`src/rtl/execute_stage_md_if.sv`:
```
// Decode-to-execute and execute-to-memory signal bundle for execute_stage_md.
// master drives the E-stage inputs and observes the M register; slave is the execute stage.
interface execute_stage_md_if #(
    parameter int XLEN = 32,
    parameter int REGW = 5
);
    logic            FlushE;
    logic            RegWriteE;
    logic            MemWriteE;
    logic            ResultSrcE;
    logic            JumpE;
    logic            ALUSrcE;
    logic [2:0]      ALUControlE;
    logic            MulDivE;
    logic [1:0]      MDOpE;
    logic [XLEN-1:0] RD1_E;
    logic [XLEN-1:0] RD2_E;
    logic [XLEN-1:0] Imm_Ext_E;
    logic [XLEN-1:0] PCPlus4E;
    logic [XLEN-1:0] ResultW;
    logic [REGW-1:0] RD_E;
    logic [1:0]      ForwardA_E;
    logic [1:0]      ForwardB_E;

    logic            StallE;
    logic            PCSrcE;
    logic            RegWriteM;
    logic            MemWriteM;
    logic            ResultSrcM;
    logic [REGW-1:0] RD_M;
    logic [XLEN-1:0] PCPlus4M;
    logic [XLEN-1:0] WriteDataM;
    logic [XLEN-1:0] ALU_ResultM;

    modport master (
        output FlushE, RegWriteE, MemWriteE, ResultSrcE, JumpE, ALUSrcE,
               ALUControlE, MulDivE, MDOpE, RD1_E, RD2_E, Imm_Ext_E,
               PCPlus4E, ResultW, RD_E, ForwardA_E, ForwardB_E,
        input  StallE, PCSrcE, RegWriteM, MemWriteM, ResultSrcM, RD_M,
               PCPlus4M, WriteDataM, ALU_ResultM
    );

    modport slave (
        input  FlushE, RegWriteE, MemWriteE, ResultSrcE, JumpE, ALUSrcE,
               ALUControlE, MulDivE, MDOpE, RD1_E, RD2_E, Imm_Ext_E,
               PCPlus4E, ResultW, RD_E, ForwardA_E, ForwardB_E,
        output StallE, PCSrcE, RegWriteM, MemWriteM, ResultSrcM, RD_M,
               PCPlus4M, WriteDataM, ALU_ResultM
    );
endinterface

```
`src/rtl/execute_stage_md.sv`:
```
// Execute stage: single-cycle ALU, 3:1 forwarding, E/M register and an iterative mul/div unit.
// Define EXEC_FAST_MUL_EN for a single-cycle MUL/MULHU; DIVU/REMU always stay iterative.
module execute_stage_md #(
    parameter int XLEN = 32,
    parameter int REGW = 5,
    parameter int CNTW = $clog2(XLEN)
) (
    input logic               clk,
    input logic               rst,
    execute_stage_md_if.slave bus
);
    typedef enum logic [1:0] {S_IDLE, S_BUSY, S_DONE} md_state_t;

    md_state_t       r_state;
    logic [CNTW-1:0] r_cnt;
    logic [1:0]      r_mdop;
    logic [XLEN-1:0] r_opnd;
    logic [XLEN-1:0] r_hi;
    logic [XLEN-1:0] r_lo;

    logic            r_regwrite;
    logic            r_memwrite;
    logic            r_resultsrc;
    logic [REGW-1:0] r_rd;
    logic [XLEN-1:0] r_pcplus4;
    logic [XLEN-1:0] r_wdata;
    logic [XLEN-1:0] r_alu_result;

    logic [XLEN-1:0] w_src_a;
    logic [XLEN-1:0] w_src_b_int;
    logic [XLEN-1:0] w_src_b;
    logic [CNTW-1:0] w_shamt;
    logic [XLEN-1:0] w_alu;
    logic [XLEN-1:0] w_e_result;
    logic [XLEN-1:0] w_md_res;
    logic [XLEN-1:0] w_m_res;
    logic            w_md_iter;
    logic            w_m_capture;
    logic [XLEN:0]   w_mul_sum;
    logic [XLEN:0]   w_div_shift;
    logic [XLEN:0]   w_div_diff;

    always_comb begin
        unique case (bus.ForwardA_E)
            2'b01:   w_src_a = bus.ResultW;
            2'b10:   w_src_a = r_alu_result;
            default: w_src_a = bus.RD1_E;
        endcase
        unique case (bus.ForwardB_E)
            2'b01:   w_src_b_int = bus.ResultW;
            2'b10:   w_src_b_int = r_alu_result;
            default: w_src_b_int = bus.RD2_E;
        endcase
    end

    assign w_src_b = bus.ALUSrcE ? bus.Imm_Ext_E : w_src_b_int;
    assign w_shamt = w_src_b[CNTW-1:0];

    always_comb begin
        w_alu = '0;
        unique case (bus.ALUControlE)
            3'b000:  w_alu = w_src_a + w_src_b;
            3'b001:  w_alu = w_src_a - w_src_b;
            3'b010:  w_alu = w_src_a & w_src_b;
            3'b011:  w_alu = w_src_a | w_src_b;
            3'b100:  w_alu = w_src_a ^ w_src_b;
            3'b101:  w_alu = {{(XLEN-1){1'b0}}, ($signed(w_src_a) < $signed(w_src_b))};
            3'b110:  w_alu = w_src_a << w_shamt;
            default: w_alu = w_src_a >> w_shamt;
        endcase
    end

`ifdef EXEC_FAST_MUL_EN
    logic [2*XLEN-1:0] w_fast_prod;

    assign w_fast_prod = {{XLEN{1'b0}}, w_src_a} * {{XLEN{1'b0}}, w_src_b};
    assign w_md_iter   = bus.MulDivE && bus.MDOpE[1];
    assign w_e_result  = !bus.MulDivE ? w_alu :
                         (bus.MDOpE[0] ? w_fast_prod[2*XLEN-1:XLEN] : w_fast_prod[XLEN-1:0]);
`else
    assign w_md_iter   = bus.MulDivE;
    assign w_e_result  = w_alu;
`endif

    // Shared {r_hi,r_lo} datapath: mul keeps {partial product, multiplier},
    // div keeps {remainder, quotient/dividend}; r_opnd is multiplicand or divisor.
    assign w_mul_sum   = {1'b0, r_hi} + (r_lo[0] ? {1'b0, r_opnd} : '0);
    assign w_div_shift = {r_hi, r_lo[XLEN-1]};
    assign w_div_diff  = w_div_shift - {1'b0, r_opnd};

    assign w_md_res    = r_mdop[0] ? r_hi : r_lo;
    assign w_m_capture = ((r_state == S_IDLE) && !w_md_iter) || (r_state == S_DONE);
    assign w_m_res     = (r_state == S_DONE) ? w_md_res : w_e_result;

    assign bus.StallE  = rst && !bus.FlushE &&
                         (((r_state == S_IDLE) && w_md_iter) || (r_state == S_BUSY));
    assign bus.PCSrcE  = bus.JumpE;

    always_ff @(posedge clk or negedge rst) begin
        if (!rst) begin
            r_state      <= S_IDLE;
            r_cnt        <= '0;
            r_mdop       <= '0;
            r_opnd       <= '0;
            r_hi         <= '0;
            r_lo         <= '0;
            r_regwrite   <= 1'b0;
            r_memwrite   <= 1'b0;
            r_resultsrc  <= 1'b0;
            r_rd         <= '0;
            r_pcplus4    <= '0;
            r_wdata      <= '0;
            r_alu_result <= '0;
        end else begin
            if (bus.FlushE) begin
                r_state <= S_IDLE;
                r_cnt   <= '0;
            end else begin
                unique case (r_state)
                    S_IDLE: begin
                        if (w_md_iter) begin
                            r_mdop  <= bus.MDOpE;
                            r_opnd  <= bus.MDOpE[1] ? w_src_b : w_src_a;
                            r_lo    <= bus.MDOpE[1] ? w_src_a : w_src_b;
                            r_hi    <= '0;
                            r_cnt   <= CNTW'(XLEN - 1);
                            r_state <= S_BUSY;
                        end
                    end
                    S_BUSY: begin
                        if (r_mdop[1]) begin
                            r_hi <= w_div_diff[XLEN] ? w_div_shift[XLEN-1:0] : w_div_diff[XLEN-1:0];
                            r_lo <= {r_lo[XLEN-2:0], ~w_div_diff[XLEN]};
                        end else begin
                            r_hi <= w_mul_sum[XLEN:1];
                            r_lo <= {w_mul_sum[0], r_lo[XLEN-1:1]};
                        end
                        if (r_cnt == '0) begin
                            r_state <= S_DONE;
                        end else begin
                            r_cnt <= r_cnt - CNTW'(1);
                        end
                    end
                    S_DONE: r_state <= S_IDLE;
                    default: r_state <= S_IDLE;
                endcase
            end

            // Bubbles clear only controls and destination; data fields hold.
            if (bus.FlushE || !w_m_capture) begin
                r_regwrite  <= 1'b0;
                r_memwrite  <= 1'b0;
                r_resultsrc <= 1'b0;
                r_rd        <= '0;
            end else begin
                r_regwrite   <= bus.RegWriteE;
                r_memwrite   <= bus.MemWriteE;
                r_resultsrc  <= bus.ResultSrcE;
                r_rd         <= bus.RD_E;
                r_pcplus4    <= bus.PCPlus4E;
                r_wdata      <= w_src_b_int;
                r_alu_result <= w_m_res;
            end
        end
    end

    assign bus.RegWriteM   = r_regwrite;
    assign bus.MemWriteM   = r_memwrite;
    assign bus.ResultSrcM  = r_resultsrc;
    assign bus.RD_M        = r_rd;
    assign bus.PCPlus4M    = r_pcplus4;
    assign bus.WriteDataM  = r_wdata;
    assign bus.ALU_ResultM = r_alu_result;
endmodule
```
`src/flat_wrapper.sv`:
```
// flat-port wrapper written by rule: the top's interface ports become plain ports
module execute_stage_md_flat 
#(
    parameter int XLEN = 32,
    parameter int REGW = 5,
    parameter int CNTW = $clog2(XLEN)
)
  (clk, rst, bus_FlushE, bus_RegWriteE, bus_MemWriteE, bus_ResultSrcE, bus_JumpE, bus_ALUSrcE, bus_ALUControlE, bus_MulDivE, bus_MDOpE, bus_RD1_E, bus_RD2_E, bus_Imm_Ext_E, bus_PCPlus4E, bus_ResultW, bus_RD_E, bus_ForwardA_E, bus_ForwardB_E, bus_StallE, bus_PCSrcE, bus_RegWriteM, bus_MemWriteM, bus_ResultSrcM, bus_RD_M, bus_PCPlus4M, bus_WriteDataM, bus_ALU_ResultM);
  execute_stage_md_if #(.XLEN(XLEN), .REGW(REGW)) bus_i ();
  input logic clk;
  input logic rst;
  input wire logic [$bits(bus_i.FlushE)-1:0] bus_FlushE;
  input wire logic [$bits(bus_i.RegWriteE)-1:0] bus_RegWriteE;
  input wire logic [$bits(bus_i.MemWriteE)-1:0] bus_MemWriteE;
  input wire logic [$bits(bus_i.ResultSrcE)-1:0] bus_ResultSrcE;
  input wire logic [$bits(bus_i.JumpE)-1:0] bus_JumpE;
  input wire logic [$bits(bus_i.ALUSrcE)-1:0] bus_ALUSrcE;
  input wire logic [$bits(bus_i.ALUControlE)-1:0] bus_ALUControlE;
  input wire logic [$bits(bus_i.MulDivE)-1:0] bus_MulDivE;
  input wire logic [$bits(bus_i.MDOpE)-1:0] bus_MDOpE;
  input wire logic [$bits(bus_i.RD1_E)-1:0] bus_RD1_E;
  input wire logic [$bits(bus_i.RD2_E)-1:0] bus_RD2_E;
  input wire logic [$bits(bus_i.Imm_Ext_E)-1:0] bus_Imm_Ext_E;
  input wire logic [$bits(bus_i.PCPlus4E)-1:0] bus_PCPlus4E;
  input wire logic [$bits(bus_i.ResultW)-1:0] bus_ResultW;
  input wire logic [$bits(bus_i.RD_E)-1:0] bus_RD_E;
  input wire logic [$bits(bus_i.ForwardA_E)-1:0] bus_ForwardA_E;
  input wire logic [$bits(bus_i.ForwardB_E)-1:0] bus_ForwardB_E;
  output wire logic [$bits(bus_i.StallE)-1:0] bus_StallE;
  output wire logic [$bits(bus_i.PCSrcE)-1:0] bus_PCSrcE;
  output wire logic [$bits(bus_i.RegWriteM)-1:0] bus_RegWriteM;
  output wire logic [$bits(bus_i.MemWriteM)-1:0] bus_MemWriteM;
  output wire logic [$bits(bus_i.ResultSrcM)-1:0] bus_ResultSrcM;
  output wire logic [$bits(bus_i.RD_M)-1:0] bus_RD_M;
  output wire logic [$bits(bus_i.PCPlus4M)-1:0] bus_PCPlus4M;
  output wire logic [$bits(bus_i.WriteDataM)-1:0] bus_WriteDataM;
  output wire logic [$bits(bus_i.ALU_ResultM)-1:0] bus_ALU_ResultM;
  assign bus_i.FlushE = bus_FlushE;
  assign bus_i.RegWriteE = bus_RegWriteE;
  assign bus_i.MemWriteE = bus_MemWriteE;
  assign bus_i.ResultSrcE = bus_ResultSrcE;
  assign bus_i.JumpE = bus_JumpE;
  assign bus_i.ALUSrcE = bus_ALUSrcE;
  assign bus_i.ALUControlE = bus_ALUControlE;
  assign bus_i.MulDivE = bus_MulDivE;
  assign bus_i.MDOpE = bus_MDOpE;
  assign bus_i.RD1_E = bus_RD1_E;
  assign bus_i.RD2_E = bus_RD2_E;
  assign bus_i.Imm_Ext_E = bus_Imm_Ext_E;
  assign bus_i.PCPlus4E = bus_PCPlus4E;
  assign bus_i.ResultW = bus_ResultW;
  assign bus_i.RD_E = bus_RD_E;
  assign bus_i.ForwardA_E = bus_ForwardA_E;
  assign bus_i.ForwardB_E = bus_ForwardB_E;
  assign bus_StallE = bus_i.StallE;
  assign bus_PCSrcE = bus_i.PCSrcE;
  assign bus_RegWriteM = bus_i.RegWriteM;
  assign bus_MemWriteM = bus_i.MemWriteM;
  assign bus_ResultSrcM = bus_i.ResultSrcM;
  assign bus_RD_M = bus_i.RD_M;
  assign bus_PCPlus4M = bus_i.PCPlus4M;
  assign bus_WriteDataM = bus_i.WriteDataM;
  assign bus_ALU_ResultM = bus_i.ALU_ResultM;
  execute_stage_md #(.XLEN(XLEN), .REGW(REGW), .CNTW(CNTW)) u_core (.clk(clk), .rst(rst), .bus(bus_i));
endmodule
```
`config.mk`:
```
export PLATFORM = sky130hd
export DESIGN_NAME = execute_stage_md_flat
export DESIGN_NICKNAME = d
export VERILOG_FILES = /design/src/rtl/execute_stage_md_if.sv /design/src/rtl/execute_stage_md.sv /design/src/flat_wrapper.sv
export SDC_FILE = /design/constraint.sdc
export NUM_CORES = 1
export LEC_CHECK = 0
export CAP_MARGIN = 5
export CORE_MARGIN = 5
export CORE_UTILIZATION = 23
export DETAILED_ROUTE_END_ITERATION = 8
export DONT_BUFFER_PORTS = 1
export PLACE_DENSITY = 0.33
export SLEW_MARGIN = 20
export SYNTH_ARGS = -nofsm -noshare
export SYNTH_HDL_FRONTEND = slang
export SYNTH_SLANG_ARGS = --single-unit
export TNS_END_PERCENT = 1
```
`constraint.sdc`:
```
create_clock -name clk -period 5.1 [get_ports clk]
set_input_delay 0.765 -clock clk [delete_from_list [all_inputs] [get_ports clk]]
set_output_delay 0.765 -clock clk [all_outputs]
set_load 0.1 [all_outputs]
```
Yosys cells after proc, flatten, opt, wreduce, memory -nomap -nowiden

Index checks and enable logic that the tools add are counted.

Register bits: 209
Input port bits: 183
Output and inout bits: 106
Logic and storage cells: 89

$add $sub $neg: 5
$lt $le $gt $ge: 1
Equal/unequal tests: 16
Shift operators: 2
Muxes and demuxes: 28
Bitwise operators: 5
Reductions and logical operators: 19

Operators by type and width:

| kind                                                 | number |
|---|---|
| two-way mux 32 bit                                   | 11 |
| case mux 32 bit (2 select lines)                     | 4 |
| case mux 32 bit (7 select lines)                     | 1 |
| adder 32 x 33 -> 33 bit                              | 1 |
| subtractor 33 x 32 -> 33 bit                         | 1 |
| adder 32 bit                                         | 1 |
| AND 32 bit                                           | 1 |
| less-than comparator 32 bit                          | 1 |
| OR 32 bit                                            | 1 |
| left shift 32 x 5 -> 32 bit                          | 1 |
| right shift 32 x 5 -> 32 bit                         | 1 |
| subtractor 32 bit                                    | 1 |
| bitwise XOR 32 bit                                   | 1 |
| two-way mux 5 bit                                    | 4 |
| case mux 5 bit (2 select lines)                      | 1 |
| equality test 3 bit (second input constant)          | 3 |
| != test 3 bit (second input constant)                | 3 |
| AND reduction 3 bit                                  | 3 |
| equality test 2 x 1 -> 1 bit (second input constant) | 3 |
| equality test 2 bit (second input constant)          | 3 |
| equality test 3 x 2 -> 1 bit (second input constant) | 2 |
| two-way mux 2 bit                                    | 3 |
| logical NOT 5 bit                                    | 1 |
| subtractor 5 x 1 -> 5 bit (second input constant)    | 1 |
| other kinds (13)                                     | 23 |

Depth between registers and ports, before layout

Gate-level depths: netlist (run 1).

Depth after elaboration: 6
Depth in mapped cells: 22
Gate-level depth less buffers: 18

Worst setup path after synthesis (run 1)

No wires, ideal clock.

Path type: in2reg
Start point: input bus_ForwardB_E[0]
End point: register u_core.r_alu_result[26] (netlist: u_core.bus.ALU_ResultM[26])
Library setup time: 122 ps
Data arrival time: 4,804 ps
Data required time: 4,978 ps
Path slack: 174 ps
Stages on the path: 20
Path buffers: 4
Path through: inv_1 ha_1 buf_2 buf_1 buf_1 a21oi_1 o21ai_0 inv_1 ha_1 clkbuf_1 nor4_1 and2_1 a211o_1 nor3_1 o21ai_1 a311oi_2 xnor2_1 o21ai_0 a211o_1 a22o_1

Longest elaborated chain between the ends: 6
Elaborated cells on any way between the ends: 13
Those cells by class: 2 x add/sub; 2 x eq/ne; 2 x shift; 4 x mux; 3 x bitwise

Ends and longest elaborated chain:

| what                                                                       | line                    | source |
|---|---|---|
| from (decl)                                                                | flat_wrapper.sv:28      | `input wire logic [$bits(bus_i.ForwardB_E)-1:0] bus_ForwardB_E;` |
| equality test 2 bit / equality test 2 x 1 -> 1 bit (equally long branches) | execute_stage_md.sv:49  | `unique case (bus.ForwardB_E)` |
| case mux 32 bit (2 select lines) (*)                                       | execute_stage_md.sv:49  |  |
| two-way mux 32 bit (*)                                                     | execute_stage_md.sv:56  | `assign w_src_b = bus.ALUSrcE ? bus.Imm_Ext_E : w_src_b_int;` |
| subtractor 32 bit (tied with other cells)                                  | execute_stage_md.sv:63  | `3'b001: w_alu = w_src_a - w_src_b;` |
| case mux 32 bit (7 select lines) (*)                                       | execute_stage_md.sv:61  | `unique case (bus.ALUControlE)` |
| two-way mux 32 bit (*)                                                     | execute_stage_md.sv:93  | `assign w_m_res = (r_state == S_DONE) ? w_md_res : w_e_result;` |
| to (signal assigned)                                                       | execute_stage_md.sv:162 | `r_alu_result <= w_m_res;` |
| to (decl)                                                                  | execute_stage_md.sv:27  | `logic [XLEN-1:0] r_alu_result;` |

Every way passes the cells marked *; elsewhere a longest branch is shown, timed or not.
A chain may end at the register's enable or synchronous reset.

Final worst setup path (run 1)

Start point: input bus_ForwardB_E[0]
End point: register u_core.r_alu_result[23] (netlist: u_core.bus.ALU_ResultM[23])

Same word-level chain as after synthesis.

==> flow_metrics.py, run 1 <==
metrics = {
    "setup_path": {
        "path_class": "input port to flop",
        "ff2ff_path_depth": 19,
        "arrival_ps": 5250,
        "crit_required_ps": 5550,
        "crit_path_start": "bus_ForwardB_E[0]",
        "max_stage_delay_ps": 770,
        "crit-reg2reg-launch": "u_core.bus.ALU_ResultM[9]",
        "end_kind": "flop",
        "cp_common_cell": "buf_4",
        "worst-path-max-fanout": 21,
        "cp_cell_sequence": "inv_1 > ha_2 > buf_12 > a22oi_1 > nor2_1 > a21oi_1 > o21ai_0 > inv_1 > ha_1 > buf_4 > buf_4 > a21oi_1 > o31a_1 > o21ba_2 > a31oi_1 > o21ai_0 > a21boi_0 > buf_4 > a211oi_1 > nor3_1 > a2111oi_1 > nor3_1",
        "crit_path_start_kind": "input port",
        "critPathSlowestCell": "o21ai_0",
    },
    "place": {
        "dpl.hpwl_um": 113500,
        "place.gp.congestion": 0.9675,
        "port_buffers": 0,
        "dpl_cell_area_um2": 26900,
    },
    "timing": {
        "slew_violations": 0,
        "setup_violations": 0,
        "whs_ps": -83.33,
        "maxSlewHeadroom_pct": 26.61,
        "rsz0062_at_grt": "false",
        "fin_worst_skew_ps": 38.28,
        "tightest_slew_ps": 1100,
        "hold_viol": 184,
        "post-route-period-util_pct": 94.16,
        "fmax_mhz": 208.2,
        "period_needed_ps": 4802,
    },
    "logic_synthesis": {
        "synthFlopType": "dfrtp_1",
        "ys_ff_latch": 209,
        "synth_nets": 3567,
        "synthArstFlopShare_pct": 100.0,
        "synth_compound_area_share_pct": 30.68,
        "yosys.area_share.xor_xnor_pct": 2.797,
        "yosysWarnings": 0,
        "synth_area_um2": 23490,
        "syn_avg_cell_area_um2": 7.349,
        "muxShareOfSynthArea_pct": 9.407,
        "yosys.area_share.adder_pct": 10.14,
        "synth_edf_count": 0,
        "netlist_instances": 3196,
        "synth_simple_gate_area_share_pct": 17.99,
        "yosysMostFrequentCell": "nand2_1",
        "yosys.area.top_type": "dfrtp_1",
        "ys_types": 90,
        "yosys.area.top_type_share_pct": 22.27,
        "yosysSeqAreaShare_pct": 22.27,
        "synth_area_leaders": "dfrtp_1 (22%), ha_1 (9.8%), mux2i_1 (7.5%)",
        "ys_top_cells_by_count": "nand2_1 (424), a21oi_1 (348), nor2_1 (308)",
        "synth_top_family_by_area": "compound AO/OA/AOI/OAI gates",
    },
    "cts": {
        "cts_setup_buffers": 0,
        "cts.sinks": 209,
        "insertion_delay_ps": 570,
        "tritoncts": "built",
        "clk_transition_reported_paths_ps": 70,
        "clockRootBuffer": "clkbuf_16",
        "cts_resized": 0,
        "numCtsBuffers": 34,
        "clock_path_buffers": 3,
        "htreeDepth": 2,
    },
    "detailed_routing": {
        "drt-initial-drc-count": 2339,
        "drt_wl_total_um": 141300,
        "viasPerCell": 5.392,
        "drt_first_pass_iters": 6,
        "drc": 0,
        "vias": 25550,
        "final_antenna_net_count": 0,
        "wire_per_inst_um": 29.81,
    },
    "outcome": {
        "failed_checks": "hold timing",
        "status": "complete, but fails checks",
    },
    "power_and_ir_drop": {
        "cellPowerDensity_nw_per_um2": 577.2,
        "p_leak_uw": 0.01273,
        "max-vdd-ir-drop_uv": 365.1,
    },
    "floorplan": {
        "dieArea_um2": 108600,
        "start_util_pct": 23.12,
        "coreArea_um2": 101600,
        "ios": 289,
        "row_count": 117,
        "die_width_um": 329.6,
        "die_y_um": 329.6,
    },
    "cells_and_area": {
        "fin_nets": 3716,
        "fill_cells": 11220,
        "postLayoutCellArea_um2": 28040,
        "drive_above_1_share_pct": 14.45,
        "syn_to_final_growth_pct": 19.39,
    },
    "global_routing": {
        "grt_pass1_vias": 24610,
        "grt_use_met1_pct": 34.56,
        "grt_max_degree": 211,
        "top_usage_layer": "met2",
        "use_met3_pct": 3.653,
        "track_usage_pct": 24.86,
        "grt_use_met2_pct": 39.47,
        "grt_overflow_total": 0,
        "antenna_found_initial": 9,
        "grt_first_pass_wirelength_um": 195300,
    },
    "job": {
        "maxCapViolCount": 0,
    },
    "worst_hold_path": {
        "hold_class": "input port to asynchronous set/reset pin",
    },
}
path summary, 6_finish.rpt:
| kind | slack, ps | to |
|---|---|---|
| worst max-delay path | 300 | u_core.bus.ALU_ResultM[23] |
| worst min-delay path | -80 | u_core.bus.WriteDataM[16] |
| worst max register to register | 580 | u_core.bus.ALU_ResultM[23] |
| worst min register to register | 510 | u_core.r_opnd[5] |
| max in group asynchronous | 4750 | u_core.r_mdop[0] |
| min in group clk | 310 | u_core.bus.PCPlus4M[21] |
flip-flops by register name, summed over array words and instances (netlist names):
signal	count
u_core.r_state	2
u_core.r_mdop	2
u_core.bus.MemWriteM	1
u_core.bus.PCPlus4M	32
u_core.r_hi	32
u_core.bus.RegWriteM	1
u_core.bus.ResultSrcM	1
u_core.r_lo	32
u_core.bus.WriteDataM	32
u_core.r_opnd	32
u_core.bus.ALU_ResultM	32
u_core.r_cnt	5
u_core.bus.RD_M	5
through the flow:
step / instances / power, µW / worst slack (ps) / TNS, ps / util [%]
floorplan: 3196 / 10250 / 173.9 / 0 / -
global placement: 4677 / 13750 / -177.4 / -303.5 / 26.48
detailed placement: 4677 / 13710 / -114.7 / -390.0 / 26.48
CTS: 4738 / 16240 / 477.3 / 0 / 27.60
global route: 4738 / 17130 / 1.680 / 0 / 27.60
finish: 4739 / 16190 / 297.9 / 0 / 27.60
cell type report:
| class | instances | area [µm²] | share of cell area (%) |
|---|---|---|---|
| well taps | 1368 | 1712 | 6.103 |
| diodes | 1 | 2.502 | 0.008923 |
| flip-flops and latches | 209 | 5233 | 18.66 |
| clock inverters | 18 | 185.2 | 0.6603 |
| repair buffers | 340 | 2628 | 9.369 |
| multi-input cells | 2600 | 16730 | 59.65 |
| inverters | 160 | 600.6 | 2.142 |
| clock buffers | 43 | 955.9 | 3.409 |
cell families (layout without fill, tap and decap cells):
kind of cell / after synthesis / count (layout)
other: 0 / 1
flip-flops: 209 / 209
XOR/XNOR: 75 / 75
buffers and inverters: 387 / 561
AO/OA/AOI/OAI: 1145 / 1145
adder cells (fa/ha/maj): 188 / 188
multiplexers: 213 / 213
AND/OR/NAND/NOR: 979 / 979
layer usage:
| metal | part of all wire (%) | up-vias |
|---|---|---|
| met5 | 0.054 | - |
| met4 | 3.8 | 12 |
| met3 | 5.3 | 170 |
| met2 | 45 | 890 |
| met1 | 46 | 12680 |
| li1 | - | 11800 |
worst max-delay path, delay by kind of cell:
| kind | cells | cell delay [ps] |
|---|---|---|
| AOI/OAI and AO/OA | 11 | 2680 |
| adders and majority gates | 2 | 620 |
| and+or+nand+nor | 3 | 280 |
| buffers and inverters | 6 | 900 |
layout by cell type (no fill, tap or decap), types with 48 or more instances in the layout:
cell type	count
a21oi_1	348
inv_1	153
a22oi_1	76
nand2_1	422
xnor2_1	56
buf_4	334
dfrtp_1	207
ha_1	182
o21ai_0	287
a211oi_1	48
mux2i_1	177
nor2_1	306
power breakdown:
group          switching [µW]  internal [µW]
Combinational            5890           3320
Sequential               2300           2240
Clock                     987           1440
Total                    9180           7010
Power figures use the tool's default switching activity.
==> run 2, diff against run 1 <==
SETUP_SLACK_MARGIN = 0.5   (was not set)
==> run 2 against run 1 <==
  * The flow still finishes with violations (hold timing)
  * Critical path depth down 8
  * Global-route usage down 0.41 points
  * Register-to-register slack worse by 90 ps
  * Die area unchanged
  * Combinational power down 2%
  * Power down 2.3%
  * Cell area down 2.0%
  * Clock skew down 5.8 ps
  * Clock power down 9.9%
  * Critical path type unchanged
  * Final cell count down 1.6%
==> flow_metrics.py, run 2 (synthesis gave the netlist of run 1 again) <==
metrics = {
    "global_routing": {
        "top_usage_layer": "met2",
        "grt_overflow_total": 0,
        "grt_use_met1_pct": 34.12,
        "grt_use_met2_pct": 38.24,
        "track_usage_pct": 24.45,
        "grt_pass1_vias": 24540,
        "grt_first_pass_wirelength_um": 193700,
        "antenna_found_initial": 7,
        "grt_max_degree": 211,
        "use_met3_pct": 4.279,
    },
    "power_and_ir_drop": {
        "max-vdd-ir-drop_uv": 361.2,
        "power_uw": 15810,
        "p_leak_uw": 0.01235,
        "cellPowerDensity_nw_per_um2": 575.0,
    },
    "cells_and_area": {
        "mostFrequentLayoutCells": "nand2_1 (422), a21oi_1 (348), nor2_1 (305)",
        "multi_input_area_um2": 16790,
        "fill_cells": 11300,
        "syn_to_final_growth_pct": 17.04,
        "fin_nets": 3644,
        "drive_above_1_share_pct": 12.90,
        "final_common_cell": "nand2_1",
        "seq_area_um2": 5238,
    },
    "setup_path": {
        "end_kind": "flop",
        "crit-reg2reg-launch": "u_core.bus.ALU_ResultM[10]",
        "crit_path_start": "bus_ForwardB_E[0]",
        "path_class": "input port to flop",
        "crit_required_ps": 5670,
        "arrival_ps": 5270,
        "crit_path_start_kind": "input port",
        "worst-path-max-fanout": 42,
    },
    "place": {
        "place.gp.congestion": 0.9714,
        "dpl.hpwl_um": 110100,
        "port_buffers": 0,
    },
    "worst_hold_path": {
        "hold_class": "input port to asynchronous set/reset pin",
    },
    "timing": {
        "post-route-period-util_pct": 92.23,
        "maxSlewHeadroom_pct": 27.72,
        "tightest_slew_ps": 1083,
        "slew_violations": 0,
        "whs_ps": -173.2,
        "period_needed_ps": 4703,
        "hold_viol": 209,
        "rsz0062_at_grt": "true",
        "fmax_mhz": 212.6,
        "setup_violations": 0,
        "fin_worst_skew_ps": 32.45,
    },
    "outcome": {
        "failed_checks": "hold timing",
        "status": "complete, but fails checks",
    },
    "detailed_routing": {
        "final_antenna_net_count": 0,
        "drc": 0,
        "viasPerCell": 5.429,
        "drt-initial-drc-count": 2462,
        "drt_first_pass_iters": 5,
        "wire_per_inst_um": 29.78,
        "drt_wl_total_um": 138900,
        "vias": 25320,
    },
    "cts": {
        "cts.sinks": 209,
        "insertion_delay_ps": 640,
        "clk_transition_reported_paths_ps": 60,
        "numCtsBuffers": 30,
        "cts_setup_buffers": 0,
        "clock_path_buffers": 3,
        "clockRootBuffer": "clkbuf_16",
        "tritoncts": "built",
        "htreeDepth": 1,
    },
    "floorplan": {
        "start_util_pct": 23.12,
        "dieArea_um2": 108600,
        "die_width_um": 329.6,
        "die_y_um": 329.6,
        "row_count": 117,
        "coreArea_um2": 101600,
        "ios": 289,
    },
    "job": {
        "maxCapViolCount": 0,
    },
}
-- run 2: cell types whose count changed in the layout (fill, tap and decap cells not counted), sizes merged --
cell      delta
buf         -68
clkbuf       -7
clkinv       +4
clkinvlp     -4
-- run 2: worst paths after layout --
kind	to	slack, ps	cells past startpoint
hold / removal	u_core.bus.PCPlus4M[12]	-170	0
setup / recovery	u_core.bus.ALU_ResultM[10]	400	14
hold reg to reg	u_core.r_opnd[0]	520	2
min in group clk	u_core.bus.PCPlus4M[0]	230	2
setup reg to reg	u_core.bus.ALU_ResultM[31]	490	18
max in group asynchronous	u_core.r_lo[25]	4710	0
-- run 2: cell type report --
type                            instances  area share, %
Antenna cell                            1       0.009103
Tap cell                             1368          6.226
Timing Repair Buffer                  272          7.883
Clock inverter                         18         0.6509
Sequential cell                       209          19.05
Clock buffer                           36          2.886
Multi-Input combinational cell       2600          61.08
Inverter                              160          2.212
-- run 2: where the power goes --
| part | switching, µW | internal, µW |
|---|---|---|
| clock | 981 | 1210 |
| sequential | 2360 | 2250 |
| combinational | 5800 | 3210 |
| total | 9130 | 6670 |
-- run 2: critical path, cell delays in order --
cell and delay, ps:
inv_6 10, ha_4 480, or2_0 400, o221ai_4 160, inv_2 140, buf_4 610, mux2i_1 610, mux2i_1 130
o21ai_0 790, o21ai_0 210, a21oi_1 370, nand3_1 240, o311ai_0 170, buf_4 160
-- run 2: per-layer routing --
metal	wire, µm	up-vias
met4	5307	4
met5	28	-
met2	61810	929
met1	62240	12550
li1	-	11660
met3	9519	184
-- run 2: per-stage QoR --
stage	cell area [µm²]	TNS, ps	worst slack, ps	util (%)	instances
floorplan	23570	0	483.9	-	3196
global placement	26500	-1467	-490.8	26.08	4609
detailed placement	26500	-1018	-405.2	26.08	4609
CTS	27480	0	507.7	27.05	4663
global route	27490	0	337.9	27.06	4663
finish	27490	0	396.5	27.06	4664
-- run 2: timing repair --
item                                    in CTS  in global routing
pin swaps                                    0                  0
endpoints found under the hold margin      209                209
gates resized for setup                      5                  2
endpoints found under the setup margin       4                 18
==> run 3, diff against run 2 <==
MAX_ROUTING_LAYER = met4   (was not set)
SKIP_CTS_REPAIR_TIMING = 1   (was not set)
==> run 3 against run 2 <==
  * The flow still finishes with violations (hold timing)
  * Critical path depth rose by 4
  * Sequential share of layout area is 0.23 points lower
  * Die area did not move
  * Non-clock buffer count is 24 higher
  * Clock skew is 23 ps higher
  * Clock power is 11% higher
  * Routed wire length up 3.4%
  * Sequential power decreased by 0.9%
  * Largest power group unchanged
  * Setup slack improved by 28 ps
==> flow_metrics.py, run 3 (synthesis gave the netlist of run 1 again) <==
metrics = {
    "floorplan": {
        "die_width_um": 329.6,
        "ios": 289,
        "dieArea_um2": 108600,
        "die_y_um": 329.6,
        "row_count": 117,
        "start_util_pct": 23.12,
        "coreArea_um2": 101600,
    },
    "cells_and_area": {
        "drive_above_1_share_pct": 13.64,
        "mostFrequentLayoutCells": "nand2_1 (422), a21oi_1 (348), nor2_1 (305)",
        "fill_cells": 11300,
        "fin_nets": 3669,
        "syn_to_final_growth_pct": 18.40,
        "final_common_cell": "nand2_1",
    },
    "setup_path": {
        "end_kind": "flop",
        "arrival_ps": 5250,
        "crit_required_ps": 5670,
        "ff2ff_path_depth": 18,
        "path_class": "flop to flop",
        "crit_path_start_kind": "flop",
        "worst-path-max-fanout": 5,
    },
    "timing": {
        "tightest_slew_ps": 1064,
        "fmax_mhz": 213.9,
        "rsz0062_at_grt": "true",
        "period_needed_ps": 4676,
        "hold_viol": 177,
        "setup_violations": 0,
        "setup_slack_ps": 424.3,
        "whs_ps": -176.8,
        "fin_worst_skew_ps": 55.23,
        "slew_violations": 0,
        "post-route-period-util_pct": 91.68,
        "maxSlewHeadroom_pct": 29.05,
        "fin_tns_setup_ps": 0,
    },
    "detailed_routing": {
        "wire_per_inst_um": 30.58,
        "drc": 0,
        "drt-initial-drc-count": 2453,
        "vias": 25540,
        "drt_first_pass_iters": 5,
        "drt_wl_total_um": 143600,
        "viasPerCell": 5.439,
        "final_antenna_net_count": 0,
    },
    "power_and_ir_drop": {
        "p_leak_uw": 0.01253,
        "max-vdd-ir-drop_uv": 455.0,
        "cellPowerDensity_nw_per_um2": 579.4,
    },
    "cts": {
        "clockRootBuffer": "clkbuf_16",
        "insertion_delay_ps": 660,
        "htreeDepth": 1,
        "clk_transition_reported_paths_ps": 70,
        "numCtsBuffers": 31,
        "clock_path_buffers": 3,
        "tritoncts": "built",
        "cts.sinks": 209,
    },
    "global_routing": {
        "grt_overflow_total": 0,
        "track_usage_pct": 26.04,
        "grt_max_degree": 211,
        "grt_first_pass_wirelength_um": 198600,
        "antenna_found_initial": 8,
        "grt_pass1_vias": 24560,
    },
    "worst_hold_path": {
        "hold_class": "input port to asynchronous set/reset pin",
    },
    "job": {
        "maxCapViolCount": 0,
    },
    "place": {
        "port_buffers": 0,
        "dpl.hpwl_um": 113600,
        "place.gp.congestion": 0.9513,
        "dp_slack_ps": -517.3,
    },
    "outcome": {
        "status": "complete, but fails checks",
        "failed_checks": "hold timing",
    },
}
run 3: critical path, stage by stage (launching register included):
cell     delay, ps
dfrtp_1        500
a22oi_1        220
nor2_1          60
a21oi_1        430
o21ai_0        160
buf_4          200
inv_1           90
ha_1           190
nor2_1          80
a221o_1        400
a22oi_2        410
a21oi_1        210
buf_4          190
o21ai_2        310
buf_4          190
a31oi_1         90
or4b_1         540
a21o_1         170
a21oi_1        130
run 3: layout make-up:
type                    instances  area (µm²)  area share, %
diodes                          6       15.01        0.05399
clock buffers                  41       893.4          3.212
clock inverters                15       211.5         0.7603
inverters                     160       608.1          2.187
multi-input cells            2600       16800          60.41
flip-flops and latches        209        5235          18.82
well taps                    1368        1712          6.155
repair buffers                296        2335          8.395
run 3: path summary, 6_finish.rpt:
kind | from | end | slack (ps)
worst max-delay path | u_core.bus.ALU_ResultM[10] | u_core.bus.ALU_ResultM[31] | 420
worst min-delay path | rst | u_core.bus.PCPlus4M[16] | -180
worst max register to register | u_core.bus.ALU_ResultM[10] | u_core.bus.ALU_ResultM[31] | 420
worst min register to register | u_core.r_opnd[17] | u_core.r_opnd[17] | 510
max in group asynchronous | rst | u_core.r_lo[24] | 4660
min in group clk | bus_PCPlus4E[24] | u_core.bus.PCPlus4M[24] | 230
run 3: routing by layer:
metal,wire (µm),global-route usage [%],vias up
li1,-,-,11720
met1,65770,35.83,12820
met5,0,-,-
met3,7432,3.039,153
met4,4458,6.764,0
met2,65930,40.75,845
run 3: power by group:
| group | leakage [µW] | internal, µW | switching, µW |
|---|---|---|---|
| combinational | 0.00933 | 3250 | 5860 |
| sequential | 0.00266 | 2240 | 2320 |
| clock | 0.000541 | 1470 | 975 |
| total | 0.0125 | 6960 | 9150 |
run 3: metrics by stage:
| stage | instances | total power, µW | area, µm² | utilization, % |
|---|---|---|---|---|
| 3_5_place_dp | 4633 | 13630 | 26670 | 26.25 |
| 3_3_place_gp | 4633 | 13640 | 26670 | 26.25 |
| 5_1_grt | 4694 | 17030 | 27810 | 27.37 |
| 4_1_cts | 4689 | 16160 | 27770 | 27.34 |
| 6_report | 4695 | 16110 | 27810 | 27.37 |
| 2_1_floorplan | 3196 | 10270 | 23570 | - |
